[src/rtl/cdb_arbiter_pkg.sv]
// cdb_arbiter_pkg: shared constants for the common-data-bus arbiter.
//   DataWidth     - result value / PC width
//   ROBIDBus      - ROB tag width
//   CDBFifoDepth  - entries per source FIFO
//   CDBSrcALU/LSB - encoding of CDB_src and of the round-robin state
package cdb_arbiter_pkg;

  localparam int DataWidth    = 32;
  localparam int ROBIDBus     = 4;
  localparam int CDBFifoDepth = 4;

  localparam logic True  = 1'b1;
  localparam logic False = 1'b0;

  localparam logic CDBSrcALU = 1'b0;
  localparam logic CDBSrcLSB = 1'b1;

  // Threshold at which a source is told to back off.
  function automatic int stall_level(input int depth, input int margin);
    return depth - margin;
  endfunction

endpackage

[src/rtl/cdb_src_fifo.sv]
// cdb_src_fifo: per-source result FIFO feeding the CDB arbiter.
//   clk, rst   - clock, synchronous active-high reset
//   clr        - synchronous clear (flush); empties the FIFO
//   push, din  - write request and payload; accepted when not full or
//                when a pop happens in the same cycle
//   pop, dout  - pop request and head payload (dout valid when !empty)
//   count      - occupancy, log2(DEPTH)+1 bits
//   empty/full - occupancy flags
// The caller gates push/pop/clr with its own enable; this block only
// decides acceptance.
module cdb_src_fifo
  import cdb_arbiter_pkg::*;
#(
  parameter int WIDTH = 8,
  parameter int DEPTH = CDBFifoDepth
) (
  input  logic                       clk,
  input  logic                       rst,
  input  logic                       clr,
  input  logic                       push,
  input  logic [WIDTH-1:0]           din,
  input  logic                       pop,
  output logic [WIDTH-1:0]           dout,
  output logic [$clog2(DEPTH):0]     count,
  output logic                       empty,
  output logic                       full
);

  localparam int PW = $clog2(DEPTH);
  localparam int CW = PW + 1;

  logic [WIDTH-1:0] mem [DEPTH];
  logic [PW-1:0]    wr_ptr, rd_ptr;
  logic             wr_en, rd_en;

  assign empty = (count == '0);
  assign full  = (count == CW'(DEPTH));
  assign rd_en = pop && !empty;
  // A full FIFO still takes a write when its head leaves this cycle.
  assign wr_en = push && (!full || rd_en);
  assign dout  = mem[rd_ptr];

  always_ff @(posedge clk) begin
    if (rst || clr) begin
      wr_ptr <= '0;
      rd_ptr <= '0;
      count  <= '0;
    end else begin
      // Pointers wrap naturally since DEPTH is a power of two.
      if (wr_en) wr_ptr <= wr_ptr + 1'b1;
      if (rd_en) rd_ptr <= rd_ptr + 1'b1;
      count <= count + CW'(wr_en) - CW'(rd_en);
    end
  end

  always_ff @(posedge clk) begin
    if (wr_en && !rst && !clr) mem[wr_ptr] <= din;
  end

endmodule

[src/rtl/cdb_arbiter.sv]
// cdb_arbiter: round-robin arbiter putting ALU and LSB results onto the CDB.
//   clk, rst            - clock, synchronous active-high reset
//   rdy                 - global enable; all state holds when low
//   ROB_clear           - flush; drops all queued results and same-cycle strobes
//   ALU_*               - ALU result strobe and payload
//   LSB_*               - LSB result strobe and payload
//   RS_stall, LSB_stall - combinational backpressure from registered counts
//   CDB_*               - registered broadcast; jump/target forced 0 for LSB
//   overflow_err        - sticky; a strobe was dropped at a full FIFO
module cdb_arbiter
  import cdb_arbiter_pkg::*;
#(
  parameter int DATA_WIDTH   = DataWidth,
  parameter int ROB_ID_WIDTH = ROBIDBus,
  parameter int FIFO_DEPTH   = CDBFifoDepth,
  parameter int STALL_MARGIN = 2
) (
  input  logic                    clk,
  input  logic                    rst,
  input  logic                    rdy,
  input  logic                    ROB_clear,
  input  logic                    ALU_valid,
  input  logic [ROB_ID_WIDTH-1:0] ALU_ROB_id,
  input  logic [DATA_WIDTH-1:0]   ALU_value,
  input  logic                    ALU_jump,
  input  logic [DATA_WIDTH-1:0]   ALU_target_pc,
  input  logic                    LSB_valid,
  input  logic [ROB_ID_WIDTH-1:0] LSB_ROB_id,
  input  logic [DATA_WIDTH-1:0]   LSB_value,
  output logic                    RS_stall,
  output logic                    LSB_stall,
  output logic                    CDB_valid,
  output logic [ROB_ID_WIDTH-1:0] CDB_ROB_id,
  output logic [DATA_WIDTH-1:0]   CDB_value,
  output logic                    CDB_jump,
  output logic [DATA_WIDTH-1:0]   CDB_target_pc,
  output logic                    CDB_src,
  output logic                    overflow_err
);

  localparam int AW = 2*DATA_WIDTH + ROB_ID_WIDTH + 1;
  localparam int LW = DATA_WIDTH + ROB_ID_WIDTH;
  localparam int CW = $clog2(FIFO_DEPTH) + 1;
  localparam logic [CW-1:0] STALL_AT = CW'(stall_level(FIFO_DEPTH, STALL_MARGIN));

  logic [AW-1:0] alu_din, alu_dout;
  logic [LW-1:0] lsb_din, lsb_dout;
  logic [CW-1:0] alu_count, lsb_count;
  logic          alu_empty, alu_full, lsb_empty, lsb_full;
  logic          alu_push, lsb_push, alu_pop, lsb_pop, fifo_clr;
  logic          gnt_alu, gnt_lsb, last_grant;
  logic          alu_drop, lsb_drop;

  // Payload layout: {jump, target_pc, value, rob_id} / {value, rob_id}.
  assign alu_din = {ALU_jump, ALU_target_pc, ALU_value, ALU_ROB_id};
  assign lsb_din = {LSB_value, LSB_ROB_id};

  // Grant depends only on registered emptiness, so a fresh strobe is never
  // bypassed onto the bus in its arrival cycle.
  assign gnt_alu = !alu_empty && (lsb_empty || last_grant == CDBSrcLSB);
  assign gnt_lsb = !lsb_empty && !gnt_alu;

  assign fifo_clr = rdy && ROB_clear;
  assign alu_pop  = rdy && !ROB_clear && gnt_alu;
  assign lsb_pop  = rdy && !ROB_clear && gnt_lsb;
  assign alu_push = rdy && !ROB_clear && ALU_valid;
  assign lsb_push = rdy && !ROB_clear && LSB_valid;
  assign alu_drop = alu_push && alu_full && !alu_pop;
  assign lsb_drop = lsb_push && lsb_full && !lsb_pop;

  assign RS_stall  = alu_count >= STALL_AT;
  assign LSB_stall = lsb_count >= STALL_AT;

  cdb_src_fifo #(.WIDTH(AW), .DEPTH(FIFO_DEPTH)) u_alu_fifo (
    .clk   (clk),
    .rst   (rst),
    .clr   (fifo_clr),
    .push  (alu_push),
    .din   (alu_din),
    .pop   (alu_pop),
    .dout  (alu_dout),
    .count (alu_count),
    .empty (alu_empty),
    .full  (alu_full)
  );

  cdb_src_fifo #(.WIDTH(LW), .DEPTH(FIFO_DEPTH)) u_lsb_fifo (
    .clk   (clk),
    .rst   (rst),
    .clr   (fifo_clr),
    .push  (lsb_push),
    .din   (lsb_din),
    .pop   (lsb_pop),
    .dout  (lsb_dout),
    .count (lsb_count),
    .empty (lsb_empty),
    .full  (lsb_full)
  );

  always_ff @(posedge clk) begin
    if (rst) begin
      CDB_valid     <= False;
      CDB_ROB_id    <= '0;
      CDB_value     <= '0;
      CDB_jump      <= False;
      CDB_target_pc <= '0;
      CDB_src       <= CDBSrcALU;
      last_grant    <= CDBSrcLSB;
      overflow_err  <= False;
    end else if (rdy) begin
      if (alu_drop || lsb_drop) overflow_err <= True;
      if (ROB_clear) begin
        CDB_valid  <= False;
        last_grant <= CDBSrcLSB;
      end else if (gnt_alu) begin
        CDB_valid     <= True;
        CDB_ROB_id    <= alu_dout[ROB_ID_WIDTH-1:0];
        CDB_value     <= alu_dout[ROB_ID_WIDTH +: DATA_WIDTH];
        CDB_target_pc <= alu_dout[ROB_ID_WIDTH+DATA_WIDTH +: DATA_WIDTH];
        CDB_jump      <= alu_dout[AW-1];
        CDB_src       <= CDBSrcALU;
        last_grant    <= CDBSrcALU;
      end else if (gnt_lsb) begin
        CDB_valid     <= True;
        CDB_ROB_id    <= lsb_dout[ROB_ID_WIDTH-1:0];
        CDB_value     <= lsb_dout[ROB_ID_WIDTH +: DATA_WIDTH];
        CDB_target_pc <= '0;
        CDB_jump      <= False;
        CDB_src       <= CDBSrcLSB;
        last_grant    <= CDBSrcLSB;
      end else begin
        // Idle: only the valid drops, payload fields keep their last value.
        CDB_valid <= False;
      end
    end
  end

endmodule

[config.mk]
export PLATFORM = sky130hd
export DESIGN_NAME = cdb_arbiter
export DESIGN_NICKNAME = d
export VERILOG_FILES = /design/src/rtl/cdb_arbiter_pkg.sv /design/src/rtl/cdb_src_fifo.sv /design/src/rtl/cdb_arbiter.sv
export SDC_FILE = /design/constraint.sdc
export NUM_CORES = 1
export LEC_CHECK = 0
export ABC_AREA = 1
export BUFFER_PORTS_ARGS = -buffer_cell sky130_fd_sc_hd__buf_2
export CAP_MARGIN = 5
export CELL_PAD_IN_SITES_DETAIL_PLACEMENT = 0
export CELL_PAD_IN_SITES_GLOBAL_PLACEMENT = 1
export CORE_ASPECT_RATIO = 1.75
export CORE_UTILIZATION = 51
export CTS_BUF_LIST = sky130_fd_sc_hd__clkbuf_16
export CTS_CLUSTER_DIAMETER = 200
export DETAILED_ROUTE_END_ITERATION = 10
export PLACE_DENSITY = 0.86
export SETUP_SLACK_MARGIN = 0.05
export SLEW_MARGIN = 10
export SYNTH_ARGS = -nofsm -noshare
export SYNTH_HDL_FRONTEND = slang
export SYNTH_SLANG_ARGS = --single-unit
[constraint.sdc]
create_clock -name clk -period 12.6 [get_ports clk]
set_input_delay 2.52 -clock clk [delete_from_list [all_inputs] [get_ports clk]]
set_output_delay 2.52 -clock clk [all_outputs]
set_load 0.01 [all_outputs]
==> results of run 1 <==
[layout make-up]
cell class	instances	area [um^2]	area share [%]
inverter	227	857	3.65
antenna	3	7.51	0.0320
sequential	511	14400	61.5
tap	495	619	2.64
clock buffer	45	1130	4.80
multi-input combinational	1043	4950	21.1
clock inverter	34	420	1.79
timing repair buffer	200	1040	4.45
[report_power, final]
group	switching, W	internal (W)
logic	0.000199	0.0000901
clock network	0.000586	0.000855
registers	0.0000217	0.00186
total	0.000807	0.00280
[through the flow]
stage	cells	cell area, um^2
detailed placement	2476	21900
global placement	2476	21900
floorplan	1877	20800
CTS	2555	23500
global route	2558	23500
finish	2558	23500
[critical path: stages]
cell and delay (ns):
buf_2 0.11, inv_2 0.05, nor2_4 0.11, inv_2 0.06, nor2_4 0.09, buf_4 0.46
clkinv_2 1.01, nand2_1 0.34, a21oi_2 0.08
[final timing paths]
check / start / to
hold reg to reg: u_alu_fifo.rd_ptr[1]$_SDFFE_PP0P_ / register
setup / recovery: rdy / CDB_value[29]$_SDFFE_PP0P_
setup reg to reg: u_lsb_fifo.count[0]$_SDFF_PP0_ / u_alu_fifo.mem[1][21]$_DFFE_PP_
hold / removal: u_alu_fifo.rd_ptr[1]$_SDFFE_PP0P_ / register
[logic make-up (layout without fill, tap and decap cells)]
group                      count (synthesis)  in the layout  synth area share [%]
AOI/OAI and AO/OA                        179            179                  5.06
adders and majority gates                 16             16                  1.04
xor gates and xnor gates                   3              3                 0.127
buffers and inverters                    323            506                  6.90
DFF                                      511            511                  69.5
and+or+nand+nor                          845            845                  17.3
other                                      0              3                     0
[placed cells by master (no fill, tap or decap)]
cell and count:
nand2_1 559, edfxtp_1 420, inv_1 222, buf_2 183
nand3_1 155, dfxtp_1 88, nor2_1 82, o21ai_0 65
a21oi_1 46, clkbuf_16 45, o22ai_1 33, nand3_2 31
a21oi_2 29, buf_4 17, ha_1 14, nor2_4 11
clkinv_2 10, bufinv_16 10, inv_2 8, clkinv_1 5
o21ai_1 4, clkinvlp_4 4, diode_2 3, nand2_2 3
o31ai_1 2, xor2_1 2, fa_1 2, dfxtp_2 2
nor2_2 1, nor3_1 1, nand4_1 1, inv_4 1
nand3b_1 1, xnor2_1 1, dfxtp_4 1, inv_6 1
[flip-flops by register name, summed over array words and instances (netlist names), named ones only]
name and cells:
u_alu_fifo.mem 276, u_lsb_fifo.mem 144, CDB_target_pc 32, CDB_value 32, CDB_ROB_id 4, u_alu_fifo.count 3
u_lsb_fifo.count 3, u_alu_fifo.rd_ptr 2, u_alu_fifo.wr_ptr 2, u_lsb_fifo.rd_ptr 2, u_lsb_fifo.wr_ptr 2, CDB_jump 1
CDB_src 1, CDB_valid 1, last_grant 1, overflow_err 1
[synth_stat cells]
library cell,count,area [um^2]
xor2_1,2,17.5
xnor2_1,1,8.76
buf_8,1,15.0
nand4_1,1,6.26
nand3b_1,1,7.51
buf_6,9,101
o22ai_1,33,206
dfxtp_1,91,1820
nand2_2,3,18.8
buf_1,2,7.51
clkbuf_1,23,86.3
nor2_4,3,33.8
edfxtp_1,420,12600
nor3_1,1,5.00
ha_1,14,175
o21ai_1,4,20.0
nand3_1,155,776
clkbuf_2,1,5.00
o21ai_0,65,325
fa_1,2,40.0
buf_12,3,60.1
buf_2,50,250
nor2_1,90,338
inv_1,216,811
buf_4,7,52.6
inv_2,9,33.8
nand3_2,31,310
a21oi_2,29,254
nor2_2,1,6.26
o31ai_1,2,15.0
nand2_1,559,2100
clkinv_2,2,10.0
a21oi_1,46,230
[metal layers]
metal	wire length [um]	track usage, %	up-vias
met4	1160	7.87	8
met3	2470	3.62	73
li1	-	-	6500
met1	17300	25.3	6392
met2	24000	41.2	355
met5	54	0	-
==> impl_metrics.toml, run 1 <==
[placed_design]
gp_congestion = 0.775
pre_cts_slack_ns = 7.49
io_buffer_count = 184
place_hpwl_um = 27500

[timing]
setup_violations = 0
tns_ns = 0
period_minus_slack_ns = 4.53
tightest_slew_ns = 1.21
layout_setup_ws_ns = 8.07
relSlewSlack_pct = 19.4
fmax_mhz = 221
rsz0062_at_grt = "false"
hold_slack_ns = 0.460
finClkSkew_ns = 0.0160
period_share_pct = 35.9
hold_viol_final = 0
slew_viol_final = 0

[min_path]
hold_class = "reg2reg"
hold_depth = 2

[drt]
first_iter_violations = 844
drc = 0
wire_per_inst_um = 17.6
vias = 13328
routed_wirelength_um = 45000
drtAntennaViolNets = 0
vias_per_cell = 5.21
drtPass1Iterations = 5

[worst_setup_path]
rrSetupSlack_ns = 9.72
reg2regPathDepth = 10
critPathRequiredTime_ns = 13.00
critPathArrivalTime_ns = 4.93
crit_path_max_fanout = 70
cp-end-kind = "register"
startpoint_type = "primary input"
crit_type = "in2reg"

[global_routing]
track_usage_pct = 22.0
grt_overflow_total = 0
antenna_found_initial = 8
grt_pass1_wl_um = 70800
grt_pass1_vias = 13619
grt_max_degree = 77

[floorplanning]
core-area_um2 = 40100
initial_core_util_pct = 51.8
dieArea_um2 = 41500
rows = 97
pin_count = 185
die_w_um = 155
die_h_um = 269

[outcome]
status = "completed"

[cts]
cts_tree = "yes"
clk_latency_ns = 0.55
cts.sinks = 511
cts_made_buffers = 43
holdBufCountCts = 0
ctsResizeCount = 0
clockBufferDepth = 3
cts_setup_buffers = 0
clockRootBuffer = "clkbuf_16"
clk_pin_slew_ns = 0.07
htreeDepth = 2

[pwr]
finalPower_w = 0.00361
p_leak_nw = 9.41
vdd_ir_drop_max_mv = 0.160
pwr_density_cell_nw_per_um2 = 154

[logic_synthesis]
syn_avg_cell_area_um2 = 11.1
ys_seq_area_share_pct = 69.5
yosysUniqueCellTypes = 33
synth_warnings = 0
ys_ff_latch = 511
syn-instance-count = 1877
netlist_area_um2 = 20800
syn_nets = 2004

[flow_run]
cap_violations = 0

[finish]
nFillCells = 3267
nNetsFinal = 2153
drive_above_1_share_pct = 17.3
area_delta_synth_final_pct = 13.0
post-route-util_pct = 58.6
(Power assumes the default switching activity.)
==> inputs of run 2 (changes only) <==
--- a/config.mk
+++ b/config.mk
@@ -5,17 +5,17 @@
 export SDC_FILE = /design/constraint.sdc
 export NUM_CORES = 1
 export LEC_CHECK = 0
-export ABC_AREA = 1
+export ABC_AREA = 0
 export BUFFER_PORTS_ARGS = -buffer_cell sky130_fd_sc_hd__buf_2
 export CAP_MARGIN = 5
 export CELL_PAD_IN_SITES_DETAIL_PLACEMENT = 0
 export CELL_PAD_IN_SITES_GLOBAL_PLACEMENT = 1
 export CORE_ASPECT_RATIO = 1.75
-export CORE_UTILIZATION = 51
+export CORE_UTILIZATION = 46
 export CTS_BUF_LIST = sky130_fd_sc_hd__clkbuf_16
 export CTS_CLUSTER_DIAMETER = 200
 export DETAILED_ROUTE_END_ITERATION = 10
-export PLACE_DENSITY = 0.86
+export PLACE_DENSITY = 0.77
 export SETUP_SLACK_MARGIN = 0.05
 export SLEW_MARGIN = 10
 export SYNTH_ARGS = -nofsm -noshare
==> constraint.sdc (replaced) <==
create_clock -name clk -period 3.6 [get_ports clk]
set_input_delay 0.72 -clock clk [delete_from_list [all_inputs] [get_ports clk]]
set_output_delay 0.72 -clock clk [all_outputs]
set_load 0.01 [all_outputs]
==> impl_metrics.toml, run 2 <==
[outcome]
status = "completed"

[worst_setup_path]
r2r-start = "u_alu_fifo.count[1]$_SDFF_PP0_"
crit_slowest_cell = "and3_2"
crit_type = "reg2reg"
startpoint_type = "register"
critPathArrivalTime_ns = 2.97
crit_path_max_fanout = 16
r2r_end = "u_lsb_fifo.mem[3][14]$_DFFE_PP_"
critPathRequiredTime_ns = 3.85
cp-end-kind = "register"
cp_cell_sequence = "or3_1 > a311oi_4 > and3_2 > buf_4"
max_stage_delay_ns = 0.65
rrSetupSlack_ns = 0.89
reg2regPathDepth = 4

[min_path]
hold_depth = 1
hold_start = "LSB_value[31]"
holdPathEnd = "u_lsb_fifo.mem[2][35]$_DFFE_PP_"
hold_class = "in2reg"

[placed_design]
dp.cells = 1637
gp_congestion = 0.793
place_hpwl_um = 25400
io_buffer_count = 184

[timing]
tightest_slew_ns = 1.05
fmax_mhz = 368
rsz0062_at_grt = "false"
setup_violations = 0
period_share_pct = 75.4
tns_ns = 0
period_minus_slack_ns = 2.71
slew_viol_final = 0
finClkSkew_ns = 0.0150
relSlewSlack_pct = 30.1
hold_viol_final = 0

[cts]
cts_tree = "yes"
cts_made_buffers = 45
clockBufferDepth = 3
htreeDepth = 2
cts.sinks = 511
cts_setup_buffers = 0
clk_latency_ns = 0.56
holdBufCountCts = 0
clk_pin_slew_ns = 0.07
clockRootBuffer = "clkbuf_16"
ctsResizeCount = 0

[logic_synthesis]
ys_top_cells_by_area = "edfxtp_1, mux4_2, dfxtp_1"
synth_ff_type = "edfxtp_1"
syn_nets = 1064
synth-async-reset-ratio_pct = 0
synth_warnings = 0
netlist_area_um2 = 18900
syn-instance-count = 937
yosys.cell_count.top_type = "edfxtp_1"
synth-edff-count = 420
synth_top_area_cell = "edfxtp_1"
synth_top_area_share_pct = 66.8
yosysUniqueCellTypes = 44
ys_seq_area_share_pct = 76.5
synth_commonest_cells = "edfxtp_1, mux4_2, dfxtp_1, a22o_1, nor2_1"
ys_ff_latch = 511
syn_avg_cell_area_um2 = 20.1

[finish]
largest_reg_flops = 276
area_delta_synth_final_pct = 16.6
final_common_cell = "edfxtp_1"
reg_top3 = "u_alu_fifo.mem x276, u_lsb_fifo.mem x144"
final_cell_mix = "edfxtp_1, buf_2, mux4_2"
drive_above_1_share_pct = 34.4
nNetsFinal = 1267
layoutNonFillerInstCount = 1723
post-route-util_pct = 54.6
top_register = "u_alu_fifo.mem"

[global_routing]
grt_pass1_vias = 10047
grt_overflow_total = 0
grt_pass1_wl_um = 60300
track_usage_pct = 19.5
antenna_found_initial = 5
grt_max_degree = 70

[floorplanning]
core-area_um2 = 40300
die_w_um = 155
rows = 97
pin_count = 185
initial_core_util_pct = 46.8
die_h_um = 270
dieArea_um2 = 41900

[drt]
drc = 0
wire_per_inst_um = 23.0
vias_per_cell = 5.48
drtPass1Iterations = 4
first_iter_violations = 826
vias = 9445
drtAntennaViolNets = 0
routed_wirelength_um = 39600

[pwr]
p_leak_nw = 7.48
pwr_density_cell_nw_per_um2 = 553
vdd_ir_drop_max_mv = 0.540

[flow_run]
cap_violations = 0
run 2: cells by family after synthesis:
family                     count (synthesis)  share of synthesized area [%]
and+or+nand+nor                           97                           2.31
DFF                                      511                           76.5
xor gates and xnor gates                   6                          0.278
buffers and inverters                     72                           1.82
AOI/OAI and AO/OA                        128                           5.32
muxes                                    107                           12.6
adders and majority gates                 16                           1.14
run 2: final cells by class:
class / instances / area, um^2
clock buffer: 47 / 1180
multi-input combinational: 354 / 4130
tap: 544 / 681
antenna: 3 / 7.51
fill: 3185 / 18300
timing repair buffer: 212 / 1180
inverter: 16 / 60.1
sequential: 511 / 14400
clock inverter: 36 / 329
run 2: critical path: cells and delay by family (launching register included):
| kind | cells | cell delay, ns |
|---|---|---|
| flops | 1 | 0.36 |
| simple gates | 2 | 1.20 |
| buf+inv | 1 | 0.31 |
| compound gates | 1 | 0.53 |
run 2: stage by stage:
| step | hold slack [ns] | area [um^2] | power, W | setup WS [ns] |
|---|---|---|---|---|
| floorplan | 0.485 | 18900 | 0.00711 | 0.0944 |
| global placement | 0.460 | 20500 | 0.00742 | 0.830 |
| detailed placement | 0.460 | 20500 | 0.00744 | 0.783 |
| CTS | 0.351 | 22000 | 0.0123 | 0.894 |
| global route | 0.357 | 22000 | 0.0126 | 0.760 |
| finish | 0.374 | 22000 | 0.0122 | 0.885 |
run 2: worst max path at each step:
stage                                       to  cells after the start                      startpoint  slack, ns
2_1_floorplan   u_alu_fifo.mem[0][0]$_DFFE_PP_                      5                             rdy       0.09
3_3_place_gp    u_lsb_fifo.mem[2][6]$_DFFE_PP_                      5                       ROB_clear       0.83
3_5_place_dp   u_lsb_fifo.mem[3][21]$_DFFE_PP_                      5                       ROB_clear       0.78
4_1_cts        u_lsb_fifo.mem[3][24]$_DFFE_PP_                      4  u_alu_fifo.count[1]$_SDFF_PP0_       0.89
5_1_grt        u_lsb_fifo.mem[3][14]$_DFFE_PP_                      4  u_alu_fifo.count[1]$_SDFF_PP0_       0.76
6_report       u_lsb_fifo.mem[3][14]$_DFFE_PP_                      4  u_alu_fifo.count[1]$_SDFF_PP0_       0.89
run 2: power by group:
part,internal (W),switching [W]
Clock,0.00280,0.00207
Combinational,0.000309,0.000452
Sequential,0.00647,0.0000684
Total,0.00958,0.00260
run 2: routing by layer:
metal,vias to the layer above,GRT usage [%],routed length [um]
met5,-,0,10
met4,2,7.84,1090
met3,67,3.24,1940
met2,266,35.7,21900
met1,4890,22.5,14600
li1,4220,-,-
==> inputs of run 3 (changes only) <==
--- a/config.mk
+++ b/config.mk
@@ -5,17 +5,17 @@
 export SDC_FILE = /design/constraint.sdc
 export NUM_CORES = 1
 export LEC_CHECK = 0
-export ABC_AREA = 0
+export ABC_AREA = 1
 export BUFFER_PORTS_ARGS = -buffer_cell sky130_fd_sc_hd__buf_2
 export CAP_MARGIN = 5
 export CELL_PAD_IN_SITES_DETAIL_PLACEMENT = 0
 export CELL_PAD_IN_SITES_GLOBAL_PLACEMENT = 1
 export CORE_ASPECT_RATIO = 1.75
-export CORE_UTILIZATION = 46
+export CORE_UTILIZATION = 47
 export CTS_BUF_LIST = sky130_fd_sc_hd__clkbuf_16
 export CTS_CLUSTER_DIAMETER = 200
 export DETAILED_ROUTE_END_ITERATION = 10
-export PLACE_DENSITY = 0.77
+export PLACE_DENSITY = 0.81
 export SETUP_SLACK_MARGIN = 0.05
 export SLEW_MARGIN = 10
 export SYNTH_ARGS = -nofsm -noshare
==> constraint.sdc (replaced) <==
create_clock -name clk -period 2.6 [get_ports clk]
set_input_delay 0.52 -clock clk [delete_from_list [all_inputs] [get_ports clk]]
set_output_delay 0.52 -clock clk [all_outputs]
set_load 0.01 [all_outputs]
==> impl_metrics.toml, run 3 (synthesis gave the netlist of run 1 again) <==
[floorplanning]
rows = 101
initial_core_util_pct = 47.8
core-area_um2 = 43500
die_w_um = 161
die_h_um = 280
pin_count = 185
dieArea_um2 = 45000

[drt]
vias = 13277
routed_wirelength_um = 46400
wire_per_inst_um = 17.5
vias_per_cell = 5.00
drtPass1Iterations = 5
first_iter_violations = 709
drtAntennaViolNets = 0
drc = 0

[worst_setup_path]
critPathRequiredTime_ns = 3.04
cp-end-kind = "register"
cp_cell_sequence = "inv_2 > nand3_2 > nor2_2 > nor2_4 > nand2_1 > inv_1 > ha_1 > inv_1 > ha_1 > fa_1 > xor2_1 > nor2_1"
startpoint_type = "register"
critPathArrivalTime_ns = 2.66
startpoint = "u_alu_fifo.count[1]$_SDFF_PP0_"
max_stage_delay_ns = 0.40
crit_type = "reg2reg"
crit_path_max_fanout = 4
crit_slowest_cell = "fa_1"
r2r-start = "u_alu_fifo.count[1]$_SDFF_PP0_"

[cts]
clk_pin_slew_ns = 0.07
cts_made_buffers = 45
clockBufferDepth = 3
holdBufCountCts = 0
ctsResizeCount = 0
clockRootBuffer = "clkbuf_16"
cts_setup_buffers = 0
htreeDepth = 2
cts.sinks = 511
clk_latency_ns = 0.56
cts_tree = "yes"

[finish]
largest_reg_flops = 276
final_common_cell = "nand2_1"
drive_above_1_share_pct = 18.2
final-seq-area_um2 = 14400
nNetsFinal = 2177
area_delta_synth_final_pct = 14.6
nFillCells = 3739
final_cell_mix = "nand2_1, edfxtp_1, inv_1"
post-route-util_pct = 54.7
multi_input_area_um2 = 4950
top_register = "u_alu_fifo.mem"
reg_top3 = "u_alu_fifo.mem x276, u_lsb_fifo.mem x144"

[global_routing]
antenna_found_initial = 7
track_usage_pct = 21.0
grt_pass1_vias = 13502
grt_pass1_wl_um = 73000
grt_overflow_total = 0
grt_max_degree = 139

[pwr]
p_leak_nw = 9.52
finalPower_w = 0.0171
vdd_ir_drop_max_mv = 0.617
pwr_density_cell_nw_per_um2 = 720

[timing]
fmax_mhz = 450
relSlewSlack_pct = 45.8
tightest_slew_ns = 0.813
setup_violations = 0
rsz0062_at_grt = "false"
hold_viol_final = 0
period_share_pct = 85.5
period_minus_slack_ns = 2.22
slew_viol_final = 0
layout_setup_ws_ns = 0.378
tns_ns = 0
finClkSkew_ns = 0.0189

[placed_design]
place_hpwl_um = 29500
io_buffer_count = 184
gp_congestion = 0.817
pre_cts_slack_ns = 0.203

[flow_run]
cap_violations = 0

[min_path]
hold_start = "ALU_value[25]"
hold_class = "in2reg"

[outcome]
status = "completed"
## run 3: layout make-up
class,count,share of cell area [%]
repair buffers,222,5.76
clock buffers,45,4.73
well taps,566,2.98
flip-flops and latches,511,60.7
clock inverters,37,1.39
inverters,227,3.60
diodes,3,0.0316
multi-input cells,1043,20.8
## run 3: report_power, final
group / total (W) / internal [W] / switching (W)
clock: 0.00658 / 0.00368 / 0.00290
sequential: 0.00909 / 0.00900 / 0.0000973
combinational: 0.00146 / 0.000465 / 0.00100
total: 0.0171 / 0.0131 / 0.00400
## run 3: stage by stage
step	hold slack, ns	area, um^2	instances
after floorplan	0.433	20800	1877
after global placement	0.436	22300	2569
after detailed placement	0.454	22300	2569
after CTS	0.145	23800	2651
after global routing	0.154	23800	2652
final	0.166	23800	2654
## run 3: final timing paths
path | slack, ns | cells past startpoint | endpoint
worst min-delay path | 0.17 | 1 | u_alu_fifo.mem[0][29]$_DFFE_PP_
worst max-delay path | 0.38 | 12 | u_lsb_fifo.count[2]$_SDFF_PP0_
worst min register to register | 0.46 | 2 | register
worst max register to register | 0.38 | 12 | u_lsb_fifo.count[2]$_SDFF_PP0_
## run 3: per-layer routing
layer,vias up,routed length (um),global-route usage (%)
li1,6555,-,-
met1,6350,17900,23.6
met2,292,25100,39.8
met3,70,2240,3.46
met4,10,1190,6.41
met5,-,57,0
## run 3: critical path: cells and delay by family, from the launching register on
family	cells	cell delay, ns
AND/OR/NAND/NOR	5	0.49
flip-flops	1	0.35
buffers and inverters	3	0.22
XOR/XNOR	1	0.17
adder cells (fa/ha/maj)	3	0.88
